**src/rtl/sr_flag_arbiter.sv**
```systemverilog
// sr_flag_arbiter
// ---------------
// A bank of NFLAG set/reset flag bits shared by NREQ requesters. A round-robin
// arbiter accepts at most one command per cycle. Each command either sets,
// clears, toggles or leaves alone one flag. A requester can lock the bus to
// issue an uninterrupted sequence of commands. If the lock is held too long,
// it is released by force.
//
// Ports
//   clk, rst        clock; synchronous active-high reset
//   req_valid[i]    requester i presents a command
//   req_ready[i]    requester i's command is accepted this cycle (combinational)
//   req_op          {S,R} per requester, slice i = [2i+1:2i]
//                   00 keep, 01 clear, 10 set, 11 toggle
//   req_idx         flag index per requester, slice i = [IDXW*i +: IDXW]
//   req_lock        keep the grant after this command
//   flags           registered flag bank
//   locked          bus is locked to owner
//   owner           last granted requester, or the current lock owner
//   lock_timeout    one-cycle pulse when a lock is released by force
//
// Optional interrupt (macro SR_FLAG_ARBITER_IRQ_EN):
//   irq_mask        per-flag interrupt enable
//   irq             registered OR of (flags & irq_mask)
//
// State table
//   state      | meaning
//   ST_IDLE    | round-robin arbitration among all requesters
//   ST_LOCKED  | only owner may transfer; lock timer counts down

module sr_flag_arbiter #(
    parameter int NREQ     = 4,
    parameter int NFLAG    = 8,
    parameter int IDXW     = 3,
    parameter int LOCK_MAX = 16,
    localparam int OWW     = (NREQ > 1) ? $clog2(NREQ) : 1,
    localparam int CNTW    = (LOCK_MAX > 1) ? $clog2(LOCK_MAX) : 1
) (
    input  logic                   clk,
    input  logic                   rst,
    input  logic [NREQ-1:0]        req_valid,
    output logic [NREQ-1:0]        req_ready,
    input  logic [2*NREQ-1:0]      req_op,
    input  logic [IDXW*NREQ-1:0]   req_idx,
    input  logic [NREQ-1:0]        req_lock,
    output logic [NFLAG-1:0]       flags,
    output logic                   locked,
    output logic [OWW-1:0]         owner,
    output logic                   lock_timeout
`ifdef SR_FLAG_ARBITER_IRQ_EN
    ,
    input  logic [NFLAG-1:0]       irq_mask,
    output logic                   irq
`endif
);

    typedef enum logic [0:0] {
        ST_IDLE   = 1'b0,
        ST_LOCKED = 1'b1
    } state_t;

    state_t            state_q, state_d;
    logic [NFLAG-1:0]  flags_q, flags_d;
    logic [OWW-1:0]    owner_q, owner_d;
    logic [CNTW-1:0]   lock_cnt_q, lock_cnt_d;
    logic              lock_timeout_q, lock_timeout_d;

    logic              grant_any;
    logic [OWW-1:0]    grant_idx;
    logic [OWW-1:0]    sel_req;
    int                cand;
    logic [OWW-1:0]    cand_idx;

    logic              xfer;
    logic [1:0]        sel_op;
    logic [IDXW-1:0]   sel_idx;
    logic              sel_lock;

    // Round-robin search starting one past the last granted requester.
    always_comb begin
        grant_any = 1'b0;
        grant_idx = owner_q;
        cand      = 0;
        cand_idx  = '0;
        for (int k = 1; k <= NREQ; k++) begin
            cand     = (int'(owner_q) + k) % NREQ;
            cand_idx = OWW'(cand);
            if (!grant_any && req_valid[cand_idx]) begin
                grant_any = 1'b1;
                grant_idx = cand_idx;
            end
        end
    end

    // While locked, the arbiter result is ignored. Only the owner is served.
    always_comb begin
        req_ready = '0;
        sel_req   = grant_idx;
        if (state_q == ST_LOCKED) begin
            sel_req            = owner_q;
            req_ready[owner_q] = req_valid[owner_q];
        end else if (grant_any) begin
            req_ready[grant_idx] = 1'b1;
        end
    end

    assign xfer = |req_ready;

    always_comb begin
        sel_op   = 2'b00;
        sel_idx  = '0;
        sel_lock = 1'b0;
        for (int i = 0; i < NREQ; i++) begin
            if (OWW'(i) == sel_req) begin
                sel_op   = req_op[2*i +: 2];
                sel_idx  = req_idx[IDXW*i +: IDXW];
                sel_lock = req_lock[i];
            end
        end
    end

    // Out-of-range indices are consumed without touching the bank.
    always_comb begin
        flags_d = flags_q;
        if (xfer && (int'(sel_idx) < NFLAG)) begin
            case (sel_op)
                2'b01:   flags_d[sel_idx] = 1'b0;
                2'b10:   flags_d[sel_idx] = 1'b1;
                2'b11:   flags_d[sel_idx] = ~flags_q[sel_idx];
                default: flags_d[sel_idx] = flags_q[sel_idx];
            endcase
        end
    end

    // The lock timer holds the number of locked cycles left after the
    // current one. Zero means this is the last cycle the lock may be held.
    always_comb begin
        state_d        = state_q;
        owner_d        = owner_q;
        lock_cnt_d     = lock_cnt_q;
        lock_timeout_d = 1'b0;
        case (state_q)
            ST_IDLE: begin
                if (xfer) begin
                    owner_d = grant_idx;
                    if (sel_lock) begin
                        state_d    = ST_LOCKED;
                        lock_cnt_d = CNTW'(LOCK_MAX - 1);
                    end
                end
            end
            ST_LOCKED: begin
                if (lock_cnt_q != '0) begin
                    lock_cnt_d = lock_cnt_q - 1'b1;
                end
                if (xfer && !sel_lock) begin
                    state_d    = ST_IDLE;
                    lock_cnt_d = '0;
                end else if (lock_cnt_q == '0) begin
                    // A command accepted in this cycle has already been
                    // applied through flags_d. Only the lock is dropped here.
                    state_d        = ST_IDLE;
                    lock_timeout_d = 1'b1;
                end
            end
            default: begin
                state_d    = ST_IDLE;
                lock_cnt_d = '0;
            end
        endcase
    end

    always_ff @(posedge clk) begin
        if (rst) begin
            state_q        <= ST_IDLE;
            flags_q        <= '0;
            owner_q        <= OWW'(NREQ - 1);
            lock_cnt_q     <= '0;
            lock_timeout_q <= 1'b0;
        end else begin
            state_q        <= state_d;
            flags_q        <= flags_d;
            owner_q        <= owner_d;
            lock_cnt_q     <= lock_cnt_d;
            lock_timeout_q <= lock_timeout_d;
        end
    end

    assign flags        = flags_q;
    assign locked       = (state_q == ST_LOCKED);
    assign owner        = owner_q;
    assign lock_timeout = lock_timeout_q;

`ifdef SR_FLAG_ARBITER_IRQ_EN
    logic irq_q;

    always_ff @(posedge clk) begin
        if (rst) begin
            irq_q <= 1'b0;
        end else begin
            irq_q <= |(flags_q & irq_mask);
        end
    end

    assign irq = irq_q;
`endif

endmodule

```
**config.mk**
```make
export PLATFORM = sky130hd
export DESIGN_NAME = sr_flag_arbiter
export DESIGN_NICKNAME = d
export VERILOG_FILES = /design/src/rtl/sr_flag_arbiter.sv
export SDC_FILE = /design/constraint.sdc
export NUM_CORES = 1
export LEC_CHECK = 0
export ABC_AREA = 1
export CORE_MARGIN = 3
export CORE_UTILIZATION = 50
export CTS_CLUSTER_DIAMETER = 100
export CTS_CLUSTER_SIZE = 28
export DETAILED_ROUTE_END_ITERATION = 12
export PLACE_DENSITY = 0.88
export SYNTH_ARGS = -nofsm -noshare
export SYNTH_HDL_FRONTEND = slang
export SYNTH_SLANG_ARGS = --single-unit
```
**constraint.sdc**
```tcl
create_clock -name clk -period 2.9 [get_ports clk]
set_input_delay 0.29 -clock clk [delete_from_list [all_inputs] [get_ports clk]]
set_output_delay 0.29 -clock clk [all_outputs]
set_load 0.02 [all_outputs]
```
Word level (Yosys, flattened, before mapping)
Cells that the tools add are included.
Widths: inputs -> output; s select.
{"block": "totals", "reg_bits": 16, "wordCells": 108, "output_inout_bits": 16, "input_bits": 30}
{"block": "op_classes", "order_cmp": 10, "bitwise_logic": 6, "reduce_logical": 18, "muxes": 55, "addsub": 5, "eq_ne": 9}
{"operator": "$mux 4", "n": 6}
{"operator": "$pmux 8 s3", "n": 1}
{"operator": "$mux 1", "n": 22}
{"operator": "$lt 2x3->1 const B", "n": 6}
{"operator": "$mux 2", "n": 9}
{"operator": "$bwmux 8", "n": 2}
{"operator": "$mux 3", "n": 4}
{"operator": "$bmux 1 s2", "n": 5}
{"operator": "$and 8x8->8", "n": 1}
{"operator": "$not 8->8", "n": 1}
{"operator": "$or 8x8->8", "n": 1}
{"operator": "$pmux 4 s2", "n": 1}
{"operator": "$logic_and 1x1->1", "n": 7}
{"operator": "$add 2x1->2 const B", "n": 2}
{"operator": "$add 2x2->2 const B", "n": 2}
{"operator": "$and 4x4->4", "n": 1}
{"operator": "$demux 1 s2", "n": 2}
{"operator": "$eq 2x2->1 const A", "n": 2}
{"operator": "$eq 2x2->1 const B", "n": 2}
{"operator": "$ge 2x1->1 const B", "n": 2}
{"operator": "$logic_not 1->1", "n": 4}
{"operator": "$logic_not 4->1", "n": 1}
{"operator": "$lt 3x4->1 const B", "n": 1}
{"operator": "$ne 2x2->1 const B", "n": 2}
{"operator": "other kinds (15)", "n": 16}

Logic depth before layout (Yosys ltp)
Gate-level depths: netlist of the first run.
{"block": "logic_depth", "ltp_word": 26, "mapped_depth": 24, "depth_no_buf": 23}

Worst setup path before layout of the first run
OpenSTA, ideal clock, no wires.
{"block": "synth_timing", "kind": "register to register", "from": "reg owner_q[0], in the netlist owner[0]", "to": "reg lock_cnt_q[0]", "synth_period_minus_slack_ps": 2906, "path_stages_with_launch": 19, "path_buffers": 0, "t_arrival_ps": 2791, "setup_time_ps": 115, "t_required_ps": 2785, "slack_ps": -6, "cell_sequence": "dfxtp_1 inv_2 ha_1 inv_1 nand3_2 nand2_2 inv_2 nand3_2 nand2_1 nand2_1 nand2_1 o22ai_1 nor2_1 nand2_1 nand3_1 nand4_2 nand2_1 o21ai_1 nor2_1"}
{"block": "synth_via", "elab_chain_len": 23, "elab_cells_between_ends": 59, "cone_classes": "4 x add/sub; 4 x order compare; 6 x eq/ne; 31 x mux; 1 x bitwise; 13 x reduce/logical"}
{"element": "start: declaration", "line": "64", "source": "logic [OWW-1:0] owner_q, owner_d;"}
{"element": "start signal: assignment", "line": "177", "source": "owner_q <= OWW'(NREQ - 1);"}
{"element": "start signal: assignment", "line": "183", "source": "owner_q <= owner_d;"}
{"element": "$add 2x1->2", "line": "86", "source": "cand = (int'(owner_q) + k) % NREQ;"}
{"element": "$bmux 1 s2", "line": "88", "source": "if (!grant_any && req_valid[cand_idx]) begin"}
{"element": "$mux 1 (not written as such)", "line": "88"}
{"element": "$mux 1", "line": "88"}
{"element": "$logic_not 1->1", "line": "88"}
{"element": "$logic_and 1x1->1", "line": "88"}
{"element": "$mux 1", "line": "88"}
{"element": "$logic_not 1->1", "line": "88"}
{"element": "[8 not listed]"}
{"element": "$demux 1 s2", "line": "103", "source": "req_ready[grant_idx] = 1'b1;"}
{"element": "$mux 4", "line": "102", "source": "end else if (grant_any) begin"}
{"element": "$mux 4 *", "line": "99", "source": "if (state_q == ST_LOCKED) begin"}
{"element": "net req_ready[0]", "line": "42", "source": "output logic [NREQ-1:0] req_ready,"}
{"element": "$reduce_or 4->1 *", "line": "107", "source": "assign xfer = |req_ready;"}
{"element": "$logic_and 1x1->1", "line": "156", "source": "if (xfer && !sel_lock) begin"}
{"element": "$ne 3x1->1 (no line) or $mux 4 (tied branches)"}
{"element": "$reduce_and 3->1 (no line) or $pmux 4 s2 (tied branches)"}
{"element": "end signal: assignment", "line": "184", "source": "lock_cnt_q <= lock_cnt_d;"}
{"element": "end: declaration", "line": "65", "source": "logic [CNTW-1:0] lock_cnt_q, lock_cnt_d;"}
Mark *: on every way through the listed nets, which the timed path passes. The rest lies on a longest branch. The select of a mux whose other input is x is not followed.
A chain may end at the register's enable or synchronous reset.

Worst setup path in the final report of the first run
{"block": "layout_timing", "from": "reg owner_q[0], in the netlist owner[0]", "to": "out req_ready[3]"}
{"block": "layout_via", "elab_chain_len": 19, "elab_cells_between_ends": 41, "cone_classes": "4 x add/sub; 4 x order compare; 24 x mux; 1 x bitwise; 8 x reduce/logical"}
{"element": "$add 2x1->2", "line": "86"}
{"element": "$bmux 1 s2", "line": "88"}
{"element": "$mux 1 (not written as such)", "line": "88"}
{"element": "$mux 1", "line": "88"}
{"element": "$logic_not 1->1", "line": "88"}
{"element": "$logic_and 1x1->1", "line": "88"}
{"element": "$mux 1", "line": "88"}
{"element": "$logic_not 1->1", "line": "88"}
{"element": "[3 not listed]"}
{"element": "$logic_and 1x1->1", "line": "88"}
{"element": "$mux 2", "line": "88"}
{"element": "$lt 2x3->1 (not written as such) or $ge 2x1->1 (tied branches)", "line": "103"}
{"element": "$logic_and 1x1->1 (not written as such)", "line": "103"}
{"element": "$mux 1 (not written as such)", "line": "103"}
{"element": "$demux 1 s2", "line": "103"}
{"element": "$mux 4", "line": "102"}
{"element": "$mux 4 *", "line": "99"}
{"element": "end: declaration", "line": "42"}
Every way passes the cells marked *; elsewhere a longest branch is shown, timed or not. The select of a mux whose other input is x is not followed.

==> flow_summary_export.csv, run 1 <==
group,metric,value,unit
floorplanning,ios,46,
timing,tightest_slew,437,ps
setup_path,max_stage_delay,640,ps
setup_path,arrival,2450,ps
synth,yosysWarnings,0,
synth,synth_fp_nets,337,
setup_path,rr_startpoint,"owner[0]",
global_routing,use_met2,45.8,%
cts,numCtsBuffers,3,
setup_path,cpLargestDelayFamily,"buffers and inverters",
floorplanning,start_util,52.9,%
layout,drive_gt1_share,19.3,%
setup_path,regToRegSetupSlack,160,ps
synth,ys_seq_area_share,17.9,%
floorplanning,die_h,65.9,um
setup_path,path_cells,"inv_2 > ha_4 > inv_1 > nand3_2 > nand2_2 > inv_2 > nand4_1 > nand2_2 > nand3_1 > o22ai_1 > clkdlybuf4s50_1",
placed_design,dp_hpwl,3920,um
route,via_count,2237,
global_routing,grtUsageMet3,3.74,%
layout,fill_cells,259,
floorplanning,die_x,65.9,um
timing,relSlewSlack,70.8,%
global_routing,grt_pass1_vias,2023,
synth,synth.cell_area,1790,um^2
synth,ys_ff_latch,16,
placed_design,io_buffers,45,
outcome,run_status,"finished clean",
global_routing,top_usage_layer,"met2",
timing,period_needed,2740,ps
setup_path,cp-end-kind,"output pin",
global_routing,grt_overflow,0,
setup_path,cp.required,2610,ps
timing,setup_viol,0,
hold_path,hold_start,"lock_cnt_q[0]",
timing,period_share,94.6,%
cts,clockBufferDepth,2,
timing,slew_violations,0,
setup_path,cp_slowest_cell,"clkdlybuf4s50_1",
synth,synth_largest_area_cell,"dfxtp_1",
floorplanning,core,3390,um^2
route,drt-pass1-iter-count,4,
placed_design,place.gp.congestion,0.847,
synth,synth_ff_type,"dfxtp_1",
timing,finClkSkew,3.58,ps
global_routing,antenna_found_initial,0,
synth,ys_async_sr_fraction,0,%
route,viasPerCell,5.55,
floorplanning,die_area,4340,um^2
layout,diodes,0,
global_routing,grt_max_degree,15,
job,cap_viol_max_count,0,
synth,synth_cells,302,
route,routedWlPerCell,13.0,um
cts,worstSkewPairLatency,300,ps
setup_path,cp_max_fo,4,
hold_path,whs_endpoint,"lock_cnt_q[0]",
cts,cts_hold_buffers,0,
synth,synth.top_cells.by_area,"dfxtp_1, nand3_1, nand2_1",
synth,synth_edf_count,0,
layout,areaGrowthSynthToFinish,39.6,%
route,drtIter0Drc,226,
layout,final_common_cell,"nand2_1",
timing,max_freq,365,MHz
floorplanning,rows,21,
global_routing,grt_pass1_wl,8580,um
cts,cts_htree_levels,1,
setup_path,critPathLaunchType,"flip-flop",
cts,clkTransAtPathRegs,110,ps
synth,synth.avg_cell_area,5.94,um^2
route,drt-total-wl,5240,um
synth,synth_top_area_share,17.9,%
synth,yosysUniqueCellTypes,24,
hold_path,holdCritPathClass,"flip-flop to flip-flop",
setup_path,rr_worst_depth,20,
cts,clkSinkCount,16,
layout,fin_util,73.8,%
route,ant_nets,0,
timing,hold_viol,0,
hold_path,hold_depth,2,
global_routing,grt_use_met1,29.7,%
global_routing,grt.total_usage,24.5,%
setup_path,path_buf_inv,4,
cts,cts-root-buf,"clkbuf_4",
setup_path,path_class,"flip-flop to output pin",
cts,cts_tree,"yes",
route,drc,0,
layout,fin_nets,393,
layout,final_cell_mix,"nand2_1, nand3_1, clkdlybuf4s50_1, inv_1, nor2_1",
[layout make-up]
cell class	count	area, um^2	area share [%]
multi-input cells	240	1390	55.7
flip-flops and latches	16	320	12.8
repair buffers	54	534	21.3
inverters	43	161	6.45
clock buffers	4	36.3	1.45
well taps	46	57.6	2.30
[worst max path at each step]
stage / from / endpoint / slack [ps] / depth (start not counted)
2_1_floorplan: owner[0] / lock_cnt_q[0] / 9 / 16
3_3_place_gp: req_valid[1] / flip-flop / 160 / 20
3_5_place_dp: req_valid[0] / flip-flop / 50 / 18
4_1_cts: owner[0] / req_ready[3] / 70 / 12
5_1_grt: owner[0] / flip-flop / -30 / 19
6_report: owner[0] / req_ready[3] / 160 / 11
[through the flow]
stage | TNS, ps | cells | area, um^2 | worst slack [ps] | hold WS, ps
final | 0 | 403 | 2500 | 157 | 505
after global routing | -30.9 | 403 | 2500 | -26.0 | 557
after CTS | 0 | 401 | 2380 | 74.8 | 510
after detailed placement | 0 | 397 | 2340 | 52.8 | 485
after global placement | 0 | 397 | 2340 | 160 | 481
after floorplan | 0 | 302 | 1800 | 9.39 | 359
[kinds of logic (layout without fill, tap and decap cells)]
family / count (synthesis) / after routing / share of synthesized area (%)
fa+ha+maj: 5 / 5 / 3.49
xor+xnor: 1 / 1 / 0.489
compound gates: 44 / 44 / 13.2
flops: 16 / 16 / 17.9
simple gates: 190 / 190 / 54.9
buf+inv: 46 / 101 / 10.0
[cells in the mapped netlist (2+ instances only)]
cell type,number
a21oi_1,16
clkbuf_1,2
dfxtp_1,16
ha_1,5
inv_1,37
inv_2,6
nand2_1,65
nand2_2,11
nand3_1,61
nand3_2,6
nand4_1,10
nand4_2,4
nor2_1,23
nor2_4,8
o21ai_0,12
o21ai_1,9
o21ai_2,2
o22ai_1,3
[worst reg2reg max path, stage by stage (launching register included)]
cell and delay [ps]:
dfxtp_1 370, inv_2 70, ha_4 290, inv_1 60
nand3_2 90, nand2_2 60, inv_2 80, nand4_1 110
nand2_2 130, nand2_1 70, nand2_2 110, buf_6 160
nor2_4 50, nand2_2 70, nand3_2 80, nor2_4 230
nand3_2 150, a21oi_2 190, o21ai_1 100, nor2_1 110
nor2_1 50
[what timing repair did]
action | CTS | global route
setup endpoints to repair | 0 | 16
buffers inserted | 0 | 2
gates resized for setup | 0 | 22
[layer usage]
layer,vias up,wire length (um)
li1,1121,-
met2,87,2750
met4,0,57
met1,1016,2140
met3,13,287
met5,-,0
Power of run 1 is left out: the tool's default activity adds up to more than one toggle a clock period on the data nets, which glitch-free logic cannot reach.
==> inputs of run 2 (changes only) <==
Settings changed: CORE_MARGIN 3 to 1.5.
==> run 2 against run 1 <==
Compared with the run above:
- register-to-register slack got worse by 30 ps
- final area is 4.6% higher
- worst setup slack lost 28 ps
- critical path depth grew 10
- clock skew barely moved
- non-clock buffer count is 8 higher
- largest cell class unchanged
- highest routed layer unchanged
- utilization grew 3.4 points
- maximum frequency decreased by 1.0%
- first-iteration DRC count decreased by 3.5%
- hold slack got worse by 4.6 ps
- global-route usage increased by 1.0 points
- routed wire length rose by 10%
==> flow_summary_export.csv, run 2 (synthesis gave the netlist of run 1 again) <==
group,metric,value,unit
setup_path,regToRegSetupSlack,130,ps
global_routing,grt_max_degree,15,
timing,slew_violations,0,
timing,period_needed,2770,ps
setup_path,rr_worst_depth,21,
floorplanning,rows,21,
cts,cts-root-buf,"clkbuf_4",
layout,fin_util,77.2,%
floorplanning,core,3390,um^2
cts,clockBufferDepth,2,
setup_path,cp.required,3110,ps
route,drt-pass1-iter-count,5,
setup_path,cp_max_fo,8,
timing,finClkSkew,3.33,ps
timing,tightest_slew,397,ps
global_routing,grt_overflow,0,
hold_path,hold_start,"lock_cnt_q[0]",
route,routedWlPerCell,14.0,um
setup_path,arrival,2980,ps
setup_path,cp-end-kind,"flip-flop",
job,cap_viol_max_count,0,
timing,rsz0062_at_grt,"true",
setup_path,max_stage_delay,350,ps
layout,final_cell_mix,"nand2_1, nand3_1, clkdlybuf4s50_1, inv_1, nor2_1",
setup_path,critPathLaunchType,"flip-flop",
timing,setup_tns,0,ps
route,viasPerCell,5.74,
timing,setup_viol,0,
hold_path,hold_depth,2,
global_routing,grt.total_usage,25.5,%
route,drt-total-wl,5760,um
setup_path,cp_slowest_cell,"dfxtp_1",
cts,worstSkewPairLatency,300,ps
floorplanning,ios,46,
global_routing,grt_pass1_vias,1970,
floorplanning,die_area,3950,um^2
timing,max_freq,361,MHz
timing,relSlewSlack,73.5,%
global_routing,grt_pass1_wl,8430,um
layout,final_common_cell,"nand2_1",
floorplanning,die_h,62.9,um
layout,areaGrowthSynthToFinish,46.0,%
timing,hold_viol,0,
placed_design,place.gp.congestion,0.922,
placed_design,io_buffers,45,
cts,cts_tree,"yes",
outcome,run_status,"finished clean",
cts,cts_htree_levels,1,
placed_design,dp_hpwl,3860,um
timing,period_share,95.6,%
cts,clkSinkCount,16,
route,ant_nets,0,
layout,fin_nets,401,
hold_path,holdCritPathClass,"flip-flop to flip-flop",
route,drc,0,
hold_path,whs_endpoint,"lock_cnt_q[0]",
route,via_count,2359,
floorplanning,start_util,52.9,%
cts,clkTransAtPathRegs,100,ps
cts,cts_hold_buffers,0,
floorplanning,die_x,62.9,um
global_routing,antenna_found_initial,0,
setup_path,path_class,"flip-flop to flip-flop",
setup_path,critPathMostFrequentCell,"nand3_2",
setup_path,path_cells,"inv_1 > ha_4 > inv_1 > nand3_2 > nand2_2 > inv_2 > nand3_2 > nand2_2 > nand2_2 > nand2_2 > nand2_4 > buf_4 > nand3_2 > nand3_2 > nor2_4 > buf_4 > nand3_2 > a21oi_2 > o21ai_1 > nor2_1 > nor2_1",
layout,drive_gt1_share,23.0,%
setup_path,rr_startpoint,"owner[1]",
layout,diodes,0,
cts,numCtsBuffers,3,
route,drtIter0Drc,218,
-- run 2: cell types whose count changed in the layout (fill, tap and decap cells not counted), sizes merged --
cell           previous run  this run
buf                       9        17
clkdlybuf4s50            45        42
dlymetal6s2s              0         3
-- run 2: timing repair --
| action | CTS | global route |
|---|---|---|
| setup endpoints to repair | 0 | 16 |
| gates resized for setup | 0 | 37 |
| buffers inserted | 0 | 12 |
-- run 2: worst max-delay path: cells and delay by family (launching register included) --
family / cells / cell delay (ps)
adders and majority gates: 1 / 300
AOI/OAI and AO/OA: 2 / 250
buffers and inverters: 5 / 530
DFF: 1 / 350
and+or+nand+nor: 13 / 1260
-- run 2: how the worst max path moves through the flow --
| stage | end | startpoint | slack [ps] |
|---|---|---|---|
| floorplan | lock_cnt_q[0] | owner[0] | 9 |
| global placement | flip-flop | req_valid[2] | 80 |
| detailed placement | flip-flop | req_valid[2] | -30 |
| CTS | req_ready[3] | owner[1] | 6 |
| global route | flip-flop | owner[1] | -60 |
| finish | flip-flop | owner[1] | 130 |
-- run 2: per-stage QoR --
| stage | setup slack (ps) | cells | hold WS [ps] | area [um^2] |
|---|---|---|---|---|
| after global routing | -63.4 | 411 | 529 | 2620 |
| after detailed placement | -33.9 | 395 | 477 | 2330 |
| after global placement | 75.7 | 395 | 475 | 2330 |
| after floorplan | 9.39 | 302 | 359 | 1800 |
| after CTS | 6.17 | 399 | 502 | 2360 |
| final | 129 | 411 | 500 | 2620 |
-- run 2: layout make-up --
cell class | count | area [um^2]
clock buffers | 4 | 36.3
fillers | 234 | 772
inverters | 43 | 161
multi-input cells | 240 | 1450
flip-flops and latches | 16 | 320
well taps | 46 | 57.6
repair buffers | 62 | 596
-- run 2: routing by layer --
metal,part of all wire (%),vias up,global-route usage (%)
li1,-,1140,-
met2,50,129,45.3
met5,0,-,0
met1,41,1068,32.5
met4,2.8,0,5.28
met3,6.7,22,3.60
Power of run 2 is left out for the same reason.
==> inputs of run 3 (changes only) <==
Settings changed: SKIP_CTS_REPAIR_TIMING set to 1.
==> results of run 3 <==
The final DEF is identical to that of run 2; final timing and power are the same.
Power of run 3 is left out for the same reason.
